===== config.mk =====
export PLATFORM = sky130hd
export DESIGN_NAME = uart_tx_frame
export DESIGN_NICKNAME = d
export VERILOG_FILES = /design/src/rtl/uart_pkg.sv /design/src/rtl/uart_baud_gen.sv /design/src/rtl/uart_tx_frame.sv
export SDC_FILE = /design/constraint.sdc
export NUM_CORES = 1
export LEC_CHECK = 0
export ABC_AREA = 1
export BUFFER_PORTS_ARGS = -buffer_cell sky130_fd_sc_hd__buf_4
export CAP_MARGIN = 20
export CORE_MARGIN = 5
export CORE_UTILIZATION = 35
export DETAILED_ROUTE_END_ITERATION = 8
export GPL_ROUTABILITY_DRIVEN = 0
export SLEW_MARGIN = 10
export SYNTH_ARGS = -nofsm -noshare
export SYNTH_HDL_FRONTEND = slang
export SYNTH_SLANG_ARGS = --single-unit

===== constraint.sdc =====
create_clock -name clk -period 1.45 [get_ports clk]
set_input_delay 0.145 -clock clk [delete_from_list [all_inputs] [get_ports clk]]
set_output_delay 0.145 -clock clk [all_outputs]
set_load 0.005 [all_outputs]

===== src/rtl/uart_pkg.sv =====
// uart_pkg: shared UART state encoding, parity modes and counter sizing helper.
package uart_pkg;
  typedef enum logic [2:0] {IDLE, START, DATA, PARITY, STOP, BREAK} state_t;
  localparam int PAR_NONE = 0;
  localparam int PAR_EVEN = 1;
  localparam int PAR_ODD  = 2;
  function automatic int cnt_w(input int n);
    return (n < 2) ? 1 : $clog2(n);
  endfunction
endpackage


===== src/rtl/uart_baud_gen.sv =====
// uart_baud_gen: free-running bit-period counter with synchronous clear, pulses bit_end on terminal count.
module uart_baud_gen #(
  parameter int CLKS_PER_BIT = 16
) (
  input  logic clk,
  input  logic rst_n,
  input  logic clear,
  output logic bit_end
);
  import uart_pkg::*;
  localparam int CW = cnt_w(CLKS_PER_BIT);
  logic [CW-1:0] cnt;
  assign bit_end = cnt == CW'(CLKS_PER_BIT - 1);
  always_ff @(posedge clk or negedge rst_n)
    if (!rst_n) cnt <= '0;
    else cnt <= (clear || bit_end) ? '0 : cnt + 1'b1;
endmodule


===== src/rtl/uart_tx_frame.sv =====
// uart_tx_frame: parametrised UART transmitter (start, data LSB first, optional parity, 1-2 stops).
// Optional line-break support is enabled by defining UART_TX_BREAK_EN (adds the brk input).
module uart_tx_frame #(
  parameter int CLKS_PER_BIT = 16,
  parameter int DATA_BITS    = 8,
  parameter int PARITY       = 0,
  parameter int STOP_BITS    = 1
) (
  input  logic                 clk,
  input  logic                 rst_n,
  input  logic                 s_valid,
  input  logic [DATA_BITS-1:0] s_data,
`ifdef UART_TX_BREAK_EN
  input  logic                 brk,
`endif
  output logic                 s_ready,
  output logic                 tx,
  output logic                 busy,
  output logic                 done
);
  import uart_pkg::*;
  state_t state, state_n;
  logic [DATA_BITS-1:0] shift, shift_n;
  logic [3:0] bit_cnt, bit_n;
  logic par, par_n, tx_n, bit_end;
  assign s_ready = state == IDLE;
  assign busy = state != IDLE;
  uart_baud_gen #(.CLKS_PER_BIT(CLKS_PER_BIT)) u_baud (
    .clk(clk),
    .rst_n(rst_n),
    .clear(state == IDLE || state == BREAK),
    .bit_end(bit_end)
  );
  always_comb begin
    state_n = state;
    shift_n = shift;
    bit_n = bit_cnt;
    par_n = par;
    done = 1'b0;
    case (state)
      IDLE:
        if (s_valid) begin
          state_n = START;
          shift_n = s_data;
          par_n = (^s_data) ^ (PARITY == PAR_ODD);
          bit_n = '0;
        end
`ifdef UART_TX_BREAK_EN
        else if (brk) state_n = BREAK;
`endif
      START: if (bit_end) state_n = DATA;
      DATA:
        if (bit_end) begin
          shift_n = shift >> 1;
          bit_n = bit_cnt + 1'b1;
          if (bit_cnt == 4'(DATA_BITS - 1)) begin
            bit_n = '0;
            state_n = (PARITY == PAR_NONE) ? STOP : uart_pkg::PARITY;
          end
        end
      uart_pkg::PARITY: if (bit_end) state_n = STOP;
      STOP:
        if (bit_end) begin
          bit_n = bit_cnt + 1'b1;
          if (bit_cnt == 4'(STOP_BITS - 1)) begin
            bit_n = '0;
            state_n = IDLE;
            done = 1'b1;
          end
        end
`ifdef UART_TX_BREAK_EN
      BREAK: if (!brk) state_n = IDLE;
`endif
      default: state_n = IDLE;
    endcase
    // tx is registered, so it is derived from the state being entered
    tx_n = (state_n == START || state_n == BREAK) ? 1'b0 :
           (state_n == DATA) ? shift_n[0] :
           (state_n == uart_pkg::PARITY) ? par_n : 1'b1;
  end
  always_ff @(posedge clk or negedge rst_n)
    if (!rst_n) begin
      state <= IDLE;
      shift <= '0;
      bit_cnt <= '0;
      par <= 1'b0;
      tx <= 1'b1;
    end else begin
      state <= state_n;
      shift <= shift_n;
      bit_cnt <= bit_n;
      par <= par_n;
      tx <= tx_n;
    end
  always @(posedge clk)
    assert (PARITY <= PAR_ODD && (STOP_BITS == 1 || STOP_BITS == 2) &&
            DATA_BITS >= 5 && DATA_BITS <= 9 && CLKS_PER_BIT >= 2)
    else $error("uart_tx_frame: illegal parameter set");
endmodule


==> flow_metrics.tcl, run 1 <==
set metrics [dict create \
    ir_worst_vdd_mv 0.426 \
    drc 0 \
    grt_first_pass_wirelength_um 4930 \
    via_per_inst 4.63 \
    cts_root_buffer "clkbuf_8" \
    min_period_ns 1.46 \
    worstHoldEndpoint "shift[3]" \
    criticalPathCategory "reg2out" \
    placed_cells 237 \
    fin_worst_hold_slack_ns 0.128 \
    syn_area_per_cell_um2 7.85 \
    ant_nets 0 \
    cts_buffers 3 \
    r2r-start "state[1]" \
    power_density_nw_per_um2 634 \
    max_freq_mhz 686 \
    synth.cells.most_frequent "50 x nand2_1, 26 x inv_1, 20 x dfrtp_1" \
    fin_cells 245 \
    switching_share_pct 21.9 \
    antenna_found_initial 0 \
    path_max_fanout 3 \
    path_common_cell "inv_2" \
    cp.required_ns 1.31 \
    setup_ws_ns -0.00830 \
    hp-class "in2reg" \
    yosysTopAreaCellShare_pct 38.4 \
    fillers 388 \
    syn_inst 166 \
    io_pins 15 \
    yosysWarningCount 0 \
    reg2reg_slack_ns 0.06 \
    clk_latency_ns 0.26 \
    routed_wl_um 2720 \
    hold_start "s_data[3]" \
    die_w_um 71.0 \
    die_area_um2 5050 \
    timing.critical_path.slowest_cell_delay_ns 0.41 \
    crit_chain "inv_2, nand2_4, nor2_4, inv_2, nor3_2, buf_4" \
    max-slew-margin-rel_pct 81.3 \
    ctsLongestPathBuffers 2 \
    cp-start-kind "register" \
    total_power_mw 1.05 \
    ys.flop_type "dfrtp_1" \
    worst-path-buf-inv 3 \
    areaGrowthSynthToFinish_pct 26.5 \
    drtIter0Drc 61 \
    vias 1135 \
    ys_async_sr_fraction_pct 100 \
    synth_top_cell_by_area "dfrtp_1" \
    io_buffers 14 \
    drive_above_1_share_pct 30.5 \
    rows 22 \
    crit_slowest_cell "dfrtp_1" \
    synth-edff-count 0 \
    r2r-end "bit_cnt[2]" \
    p_seq_share_pct 56.0 \
    clock-sinks 21 \
    initial_core_util_pct 35.9 \
    clk_pin_slew_ns 0.07 \
    finalHoldViolations 0 \
    min_period_over_period_pct 101 \
    setup_viol 1 \
    drt_first_pass_iters 4 \
    dp_hpwl_um 2000 \
    utilization_pct 45.4 \
    final_max_slew_viol_count 0 \
    violations "negative setup slack" \
    grt_overflow 0 \
    p_leak_nw 0.903 \
    tightest_slew_ns 0.280 \
    grt.total_usage_pct 12.1 \
    dp_slack_ns 0.0142 \
    endpoint_kind "primary output" \
    cts_tree "done" \
    yosysMostFrequentCell "nand2_1" \
    cap_violations 0 \
    htreeDepth 1 \
    synth_seq_area_share_pct 40.4 \
    p_int_mw 0.816 \
    synth-seq-cells 21 \
    synth_cell_types 30 \
    cp.arrival_ns 1.31 \
    rsz0062_at_grt "true" \
    reg2reg_depth 9 \
    p_comb_share_pct 7.9 \
    die_h_um 71.0 \
    syn_area_um2 1300 \
    status "finished, violations left" \
    synthTopCellsByArea "dfrtp_1 38%, nand2_1 14%, inv_1 7.5%, nand3_1 3.8%, a22oi_1 3.5%" \
    hold_depth 3 \
    core_area_um2 3630 \
    skew_ns 0.00355 \
    grt_max_degree 22 \
    switching_power_mw 0.229 \
    crit_family "flip-flops" \
    detail_route.wl_per_cell_um 11.1 \
    synth_nets 180 \
    nets 212 \
    grt_pass1_vias 1137 \
    p_clk_share_pct 36.1 \
    diodes 0 \
]
==> what timing repair did <==
item	4_1_cts	5_1_grt
buffers inserted	3	0
gates cloned	0	0
endpoints found under the hold margin	20	0
endpoints found under the setup margin	2	6
hold buffers	1	0
gates resized for setup	3	10
pin swaps	0	1
==> layout by cell type, fill, tap and decap left out, drive strengths merged <==
| master | count |
|---|---|
| nand2 | 52 |
| inv | 32 |
| buf | 26 |
| dfrtp | 20 |
| nand3 | 12 |
| nor2 | 12 |
| o21ai | 11 |
| a22oi | 6 |
| a21oi | 5 |
| clkbuf | 4 |
| ha | 3 |
| xnor2 | 2 |
| xor2 | 2 |
| o22ai | 2 |
| nand4 | 2 |
| a31oi | 1 |
| or2 | 1 |
| nor3 | 1 |
| nand3b | 1 |
| dlygate4sd3 | 1 |
| dfstp | 1 |
==> flip-flops by register name, indices dropped and copies added, names as in the netlist <==
signal / cells
shift: 8
bit_cnt: 4
u_baud.cnt: 4
state: 3
par: 1
tx: 1
==> layout make-up <==
type | instances | area, µm² | area share, %
Clock buffer | 4 | 45.0 | 2.73
Inverter | 32 | 123 | 7.44
Multi-Input combinational cell | 113 | 681 | 41.3
Sequential cell | 21 | 528 | 32.0
Tap cell | 48 | 60.1 | 3.64
Timing Repair Buffer | 27 | 213 | 12.9
==> worst reg2reg max path, cell delays in order, from the launching register on <==
cell and delay (ns):
dfrtp_1 0.41, inv_2 0.10, nand2_4 0.08, nor2_4 0.14, nand2_4 0.10, o21ai_2 0.08
o21ai_2 0.10, inv_2 0.10, nand2_1 0.07, a21oi_2 0.14
==> power by group through the flow <==
| stage | combinational [mW] | clock [mW] | sequential (mW) |
|---|---|---|---|
| 2_1_floorplan | 0.0366 | 0 | 0.597 |
| 3_3_place_gp | 0.0814 | 0 | 0.597 |
| 3_5_place_dp | 0.0826 | 0 | 0.597 |
| 4_1_cts | 0.0850 | 0.401 | 0.585 |
| 5_1_grt | 0.0975 | 0.429 | 0.585 |
| 6_report | 0.0830 | 0.377 | 0.585 |
==> worst max path at each step <==
stage	start	endpoint	slack, ns	cells after the start
floorplan	u_baud.cnt[0]	tx	0.1	8
global placement	u_baud.cnt[0]	tx	0.05	8
detailed placement	u_baud.cnt[0]	tx	0.01	8
CTS	u_baud.cnt[0]	done	-0.03	4
global route	bit_cnt[1]	done	-0.08	5
finish	state[1]	done	-0.008	6
==> cell families (layout without fill, tap and decap cells) <==
kind of cell | Yosys count | in the layout | synth area share, %
simple gates | 81 | 81 | 30.8
buf+inv | 32 | 63 | 9.41
compound gates | 25 | 25 | 13.8
flops | 21 | 21 | 40.4
xor+xnor | 4 | 4 | 2.69
fa+ha+maj | 3 | 3 | 2.88
==> per-stage QoR <==
stage | TNS [ns] | instance area [µm²]
finish | -0.00830 | 1650
global placement | 0 | 1540
detailed placement | 0 | 1540
global route | -0.183 | 1650
floorplan | 0 | 1300
CTS | -0.0271 | 1620
==> per-layer routing <==
metal / global-route usage (%) / wire length (µm)
met5: 0 / 0
met4: 5.64 / 57
met3: 2.13 / 112
met2: 19.9 / 1240
met1: 15.3 / 1310
Note: power is estimated with default switching activity, not from simulation.
==> run 2, diff against run 1 <==
--- a/config.mk
+++ b/config.mk
@@ -12,6 +12,7 @@
 export CORE_UTILIZATION = 35
 export DETAILED_ROUTE_END_ITERATION = 8
 export GPL_ROUTABILITY_DRIVEN = 0
+export PLACE_DENSITY = 0.62
 export SLEW_MARGIN = 10
 export SYNTH_ARGS = -nofsm -noshare
 export SYNTH_HDL_FRONTEND = slang
==> run 2 against run 1 <==
The flow still finishes with violations (negative setup slack); combinational power is 1% higher; first-iteration DRC count fell by 48%; total power increased by 3.0%; global-route usage is 0.34 points lower; die area did not move; non-clock buffer count up 5; utilization up 1.9 points; clock-buffer cell count decreased by 1; hold slack got worse by 0.022 ns; critical path type unchanged.
==> flow_metrics.tcl, run 2 (synthesis results as in run 1) <==
set metrics [dict create \
    status "finished, violations left" \
    violations "negative setup slack" \
    grt_max_degree 22 \
    cts_buffers 3 \
    cap_violations 0 \
    cp-start-kind "register" \
    cts_root_buffer "clkbuf_8" \
    routed_wl_um 2750 \
    switching_power_mw 0.262 \
    grt_pass1_vias 1162 \
    fillers 365 \
    p_int_mw 0.815 \
    reg2reg_slack_ns 0.05 \
    p_leak_nw 0.949 \
    p_comb_share_pct 7.8 \
    r2r-end "tx" \
    htreeDepth 1 \
    detail_route.wl_per_cell_um 11.0 \
    drc 0 \
    largest_register_ffs 8 \
    p_seq_share_pct 54.3 \
    vias 1139 \
    post_dp_cell_area_um2 1540 \
    top_register "shift" \
    drtIter0Drc 32 \
    clock-sinks 21 \
    switching_share_pct 24.3 \
    die_h_um 71.0 \
    layout_commonest_cell "nand2_1" \
    grt_overflow 0 \
    final_max_slew_viol_count 0 \
    p_clk_share_pct 37.9 \
    cp.required_ns 1.31 \
    areaGrowthSynthToFinish_pct 31.8 \
    finalHoldViolations 0 \
    drt_first_pass_iters 3 \
    endpoint "done" \
    ir_worst_vdd_mv 0.276 \
    rows 22 \
    die_area_um2 5050 \
    drive_above_1_share_pct 32.7 \
    cp-startpoint "state[1]" \
    path_max_fanout 3 \
    clk_pin_slew_ns 0.08 \
    min_period_ns 1.45 \
    ant_nets 0 \
    clk_latency_ns 0.27 \
    criticalPathCategory "reg2out" \
    grt_first_pass_wirelength_um 4860 \
    r2r-start "state[2]" \
    final_cell_mix "49 x nand2_1, 27 x buf_4, 23 x inv_1, 19 x dfrtp_1, 9 x nand3_1" \
    total_power_mw 1.08 \
    power_density_nw_per_um2 627 \
    setup_tns_ns -0.00217 \
    cts_tree "done" \
    reg.largest.list "shift x8, bit_cnt x4, u_baud.cnt x4" \
    cp.arrival_ns 1.31 \
    core_area_um2 3630 \
    min_period_over_period_pct 100 \
    endpoint_kind "primary output" \
    dp_hpwl_um 2040 \
    max_freq_mhz 689 \
    diodes 0 \
    nets 217 \
    reg2reg_depth 9 \
    grt.total_usage_pct 11.7 \
    via_per_inst 4.56 \
    hp-class "in2reg" \
    io_buffers 14 \
    initial_core_util_pct 35.9 \
    ctsLongestPathBuffers 2 \
    antenna_found_initial 0 \
    setup_ws_ns -0.00217 \
    io_pins 15 \
    final_cell_area_um2 1720 \
    rsz0062_at_grt "true" \
    max-slew-margin-rel_pct 81.4 \
    skew_ns 0.00502 \
    tightest_slew_ns 0.279 \
    setup_viol 1 \
    die_w_um 71.0 \
]
[run 2: changes by cell type in the layout (fill, tap and decap cells not counted), sizes merged]
cell,delta
clkinvlp,+1
buf,+5
clkbuf,-1
[run 2: what timing repair did]
item,4_1_cts,5_1_grt
setup buffers,6,2
hold buffers,1,0
gates resized for setup,8,13
pin swaps,2,4
endpoints found under the setup margin,3,12
endpoints found under the hold margin,20,0
gates cloned,0,0
[run 2: layout make-up]
cell class,instances,area [µm²],share of cell area [%]
clock buffers,3,41.3,2.40
well taps,48,60.1,3.50
clock inverters,1,7.51,0.437
inverters,32,125,7.28
repair buffers,32,258,15.0
multi-input cells,113,698,40.6
flip-flops and latches,21,528,30.7
[run 2: metal layers]
layer | wire length, µm | part of all wire, % | GRT usage, % | up-vias
met5 | 0 | 0 | 0 | -
met4 | 33 | 1.2 | 3.55 | 0
met3 | 106 | 3.9 | 2.84 | 3
met2 | 1330 | 48 | 20.3 | 15
met1 | 1280 | 47 | 14.3 | 518
li1 | - | - | - | 603
[run 2: critical path, cell delays in order (launching register included)]
cell	delay, ns
dfrtp_1	0.40
inv_2	0.09
nand2_4	0.07
nor2_4	0.11
inv_2	0.07
nor3_4	0.17
buf_4	0.13
[run 2: worst min path at each step]
stage / start / to / slack (ns) / cells past startpoint
3_5_place_dp: rst_n / u_baud.cnt[0] / 0.05 / 1
4_1_cts: s_data[2] / shift[2] / 0.10 / 3
2_1_floorplan: rst_n / bit_cnt[0] / -0.15 / 0
6_report: s_data[2] / shift[2] / 0.11 / 3
3_3_place_gp: rst_n / u_baud.cnt[0] / 0.05 / 1
5_1_grt: s_data[2] / shift[2] / 0.12 / 3
[run 2: per-stage QoR]
| step | setup WS [ns] | hold WS, ns | utilization (%) | std cells |
|---|---|---|---|---|
| 2_1_floorplan | 0.0986 | -0.151 | - | 166 |
| 3_3_place_gp | 0.0395 | 0.0479 | 42.3 | 237 |
| 3_5_place_dp | 0.0125 | 0.0527 | 42.3 | 237 |
| 4_1_cts | -0.00376 | 0.103 | 45.6 | 248 |
| 5_1_grt | -0.0708 | 0.120 | 47.3 | 250 |
| 6_report | -0.00217 | 0.106 | 47.3 | 250 |
[run 2: power groups by stage]
stage	sequential, mW	combinational [mW]	clock (mW)
5_1_grt	0.585	0.0966	0.445
6_report	0.585	0.0838	0.408
2_1_floorplan	0.597	0.0366	0
3_3_place_gp	0.597	0.0807	0
4_1_cts	0.585	0.0852	0.427
3_5_place_dp	0.597	0.0827	0
==> run 3, diff against run 2 <==
--- a/config.mk
+++ b/config.mk
@@ -13,6 +13,7 @@
 export DETAILED_ROUTE_END_ITERATION = 8
 export GPL_ROUTABILITY_DRIVEN = 0
 export PLACE_DENSITY = 0.62
+export SETUP_SLACK_MARGIN = 0.15
 export SLEW_MARGIN = 10
 export SYNTH_ARGS = -nofsm -noshare
 export SYNTH_HDL_FRONTEND = slang
==> run 3 against run 2 <==
Hold slack gained 0.016 ns; setup slack gained 0.017 ns; utilization up 3.3 points; the run now ends clean; critical endpoint is now tx; clock power down 5%; routed wire length rose by 8.6%; sequential power about the same; maximum frequency rose by 1.2%; total power down 1.6%; clock-buffer cell count unchanged; combinational power is 2% higher; clock skew hardly changed; register-to-register slack worse by 0.03 ns.
==> flow_metrics.tcl, run 3 (synthesis results as in run 1) <==
set metrics [dict create \
    status "finished, final reports clean" \
    utilization_pct 50.6 \
    total_power_mw 1.06 \
    initial_core_util_pct 35.9 \
    p_leak_nw 0.976 \
    core_area_um2 3630 \
    setup_tns_ns 0 \
    crit_family "flip-flops" \
    crit_slowest_cell "dfrtp_1" \
    setup_viol 0 \
    antenna_found_initial 0 \
    largest_register_ffs 8 \
    path_max_fanout 4 \
    drtIter0Drc 21 \
    drc 0 \
    nets 221 \
    dp_hpwl_um 2040 \
    endpoint_kind "register" \
    ctsLongestPathBuffers 2 \
    finalHoldViolations 0 \
    max-slew-margin-rel_pct 81.7 \
    grt_first_pass_wirelength_um 5200 \
    detail_route.wl_per_cell_um 11.7 \
    reg2reg_slack_ns 0.02 \
    max_freq_mhz 697 \
    skew_ns 0.00491 \
    final_cell_area_um2 1840 \
    die_h_um 71.0 \
    cts_root_buffer "clkbuf_8" \
    rsz0062_at_grt "true" \
    clk_latency_ns 0.26 \
    multi_input_area_um2 778 \
    grt_pass1_vias 1162 \
    worst-path-buf-inv 1 \
    drt_first_pass_iters 4 \
    setup_ws_ns 0.0152 \
    tightest_slew_ns 0.274 \
    cts_buffers 3 \
    cts_tree "done" \
    die_w_um 71.0 \
    final_cell_mix "44 x nand2_1, 29 x buf_4, 20 x inv_1, 19 x dfrtp_1, 10 x inv_2" \
    vias 1157 \
    min_period_ns 1.43 \
    cp-start-kind "register" \
    hp-class "in2reg" \
    clk_pin_slew_ns 0.08 \
    via_per_inst 4.56 \
    crit_chain "buf_4, ha_1, nand3_2, nand2_2, a31oi_4, nand2_1, nand2_1, nand2_1" \
    grt_overflow 0 \
    grt_max_degree 22 \
    routed_wl_um 2980 \
    reg.largest.list "shift x8, bit_cnt x4, u_baud.cnt x4" \
    ant_nets 0 \
    rows 22 \
    areaGrowthSynthToFinish_pct 41.0 \
    io_buffers 14 \
    criticalPathCategory "reg2reg" \
    timing.critical_path.slowest_cell_delay_ns 0.41 \
    grt.total_usage_pct 12.7 \
    regArea_um2 528 \
    clock-sinks 21 \
    power_density_nw_per_um2 576 \
    path_common_cell "nand2_1" \
    min_period_over_period_pct 98.9 \
    die_area_um2 5050 \
    dp_slack_ns 0.00123 \
    top_register "shift" \
    ir_worst_vdd_mv 0.416 \
    drive_above_1_share_pct 42.7 \
    io_pins 15 \
    final_max_slew_viol_count 0 \
    cap_violations 0 \
    post_dp_cell_area_um2 1520 \
    diodes 0 \
    fillers 378 \
    layout_commonest_cell "nand2_1" \
    cp.required_ns 1.65 \
    htreeDepth 1 \
    cp.arrival_ns 1.63 \
]
run 3: changes by cell type in the layout (fill, tap and decap cells not counted), moves of 2 or more:
cell	change
a21oi_1	-3
nand2_2	+5
nand3_1	-2
a21oi_2	+3
buf_6	+2
o21ai_2	+2
inv_2	+3
nand3_4	+2
nand2_1	-5
buf_4	+2
inv_1	-3
run 3: final cells by class:
type,count,area share [%]
Clock buffer,3,2.25
Clock inverter,1,0.408
Sequential cell,21,28.7
Tap cell,48,3.27
Multi-Input combinational cell,113,42.3
Timing Repair Buffer,36,16.1
Inverter,32,6.94
run 3: per-stage QoR:
stage / hold WS (ns) / cells
floorplan: -0.151 / 166
global placement: 0.0467 / 235
detailed placement: 0.0438 / 235
CTS: 0.121 / 251
global route: 0.121 / 254
finish: 0.122 / 254
run 3: final timing paths:
check                      startpoint  endpoint  depth (start not counted)
max                        bit_cnt[1]        tx                          8
min                         s_data[5]  shift[5]                          3
max reg2reg                bit_cnt[1]        tx                          8
min reg2reg                  shift[0]  shift[0]                          2
max in group asynchronous       rst_n        tx                          2
min in group asynchronous       rst_n  state[1]                          2
run 3: what timing repair did:
item,CTS,global route
endpoints found under the hold margin,20,0
hold buffers,1,0
setup buffers,11,3
setup endpoints to repair,16,22
pin swaps,10,10
gates resized for setup,27,17
gates cloned,0,0
run 3: layer usage:
| metal | routed length, µm | GRT usage [%] | vias up | share of wire (%) |
|---|---|---|---|---|
| li1 | - | - | 610 | - |
| met5 | 0 | 0 | - | 0 |
| met1 | 1400 | 16.5 | 530 | 47 |
| met3 | 120 | 2.98 | 2 | 4.0 |
| met2 | 1440 | 20.8 | 15 | 48 |
| met4 | 17 | 3.97 | 0 | 0.57 |
run 3: report_power, final:
part	switching, mW	leakage (nW)	total [mW]	internal (mW)
clock network	0.195	0.0217	0.389	0.194
logic	0.0498	0.691	0.0853	0.0355
registers	0	0.263	0.585	0.585
run 3: worst min-delay path: stages:
cell and delay, ns:
buf_4 0.10, a22oi_2 0.05, nand2_1 0.05
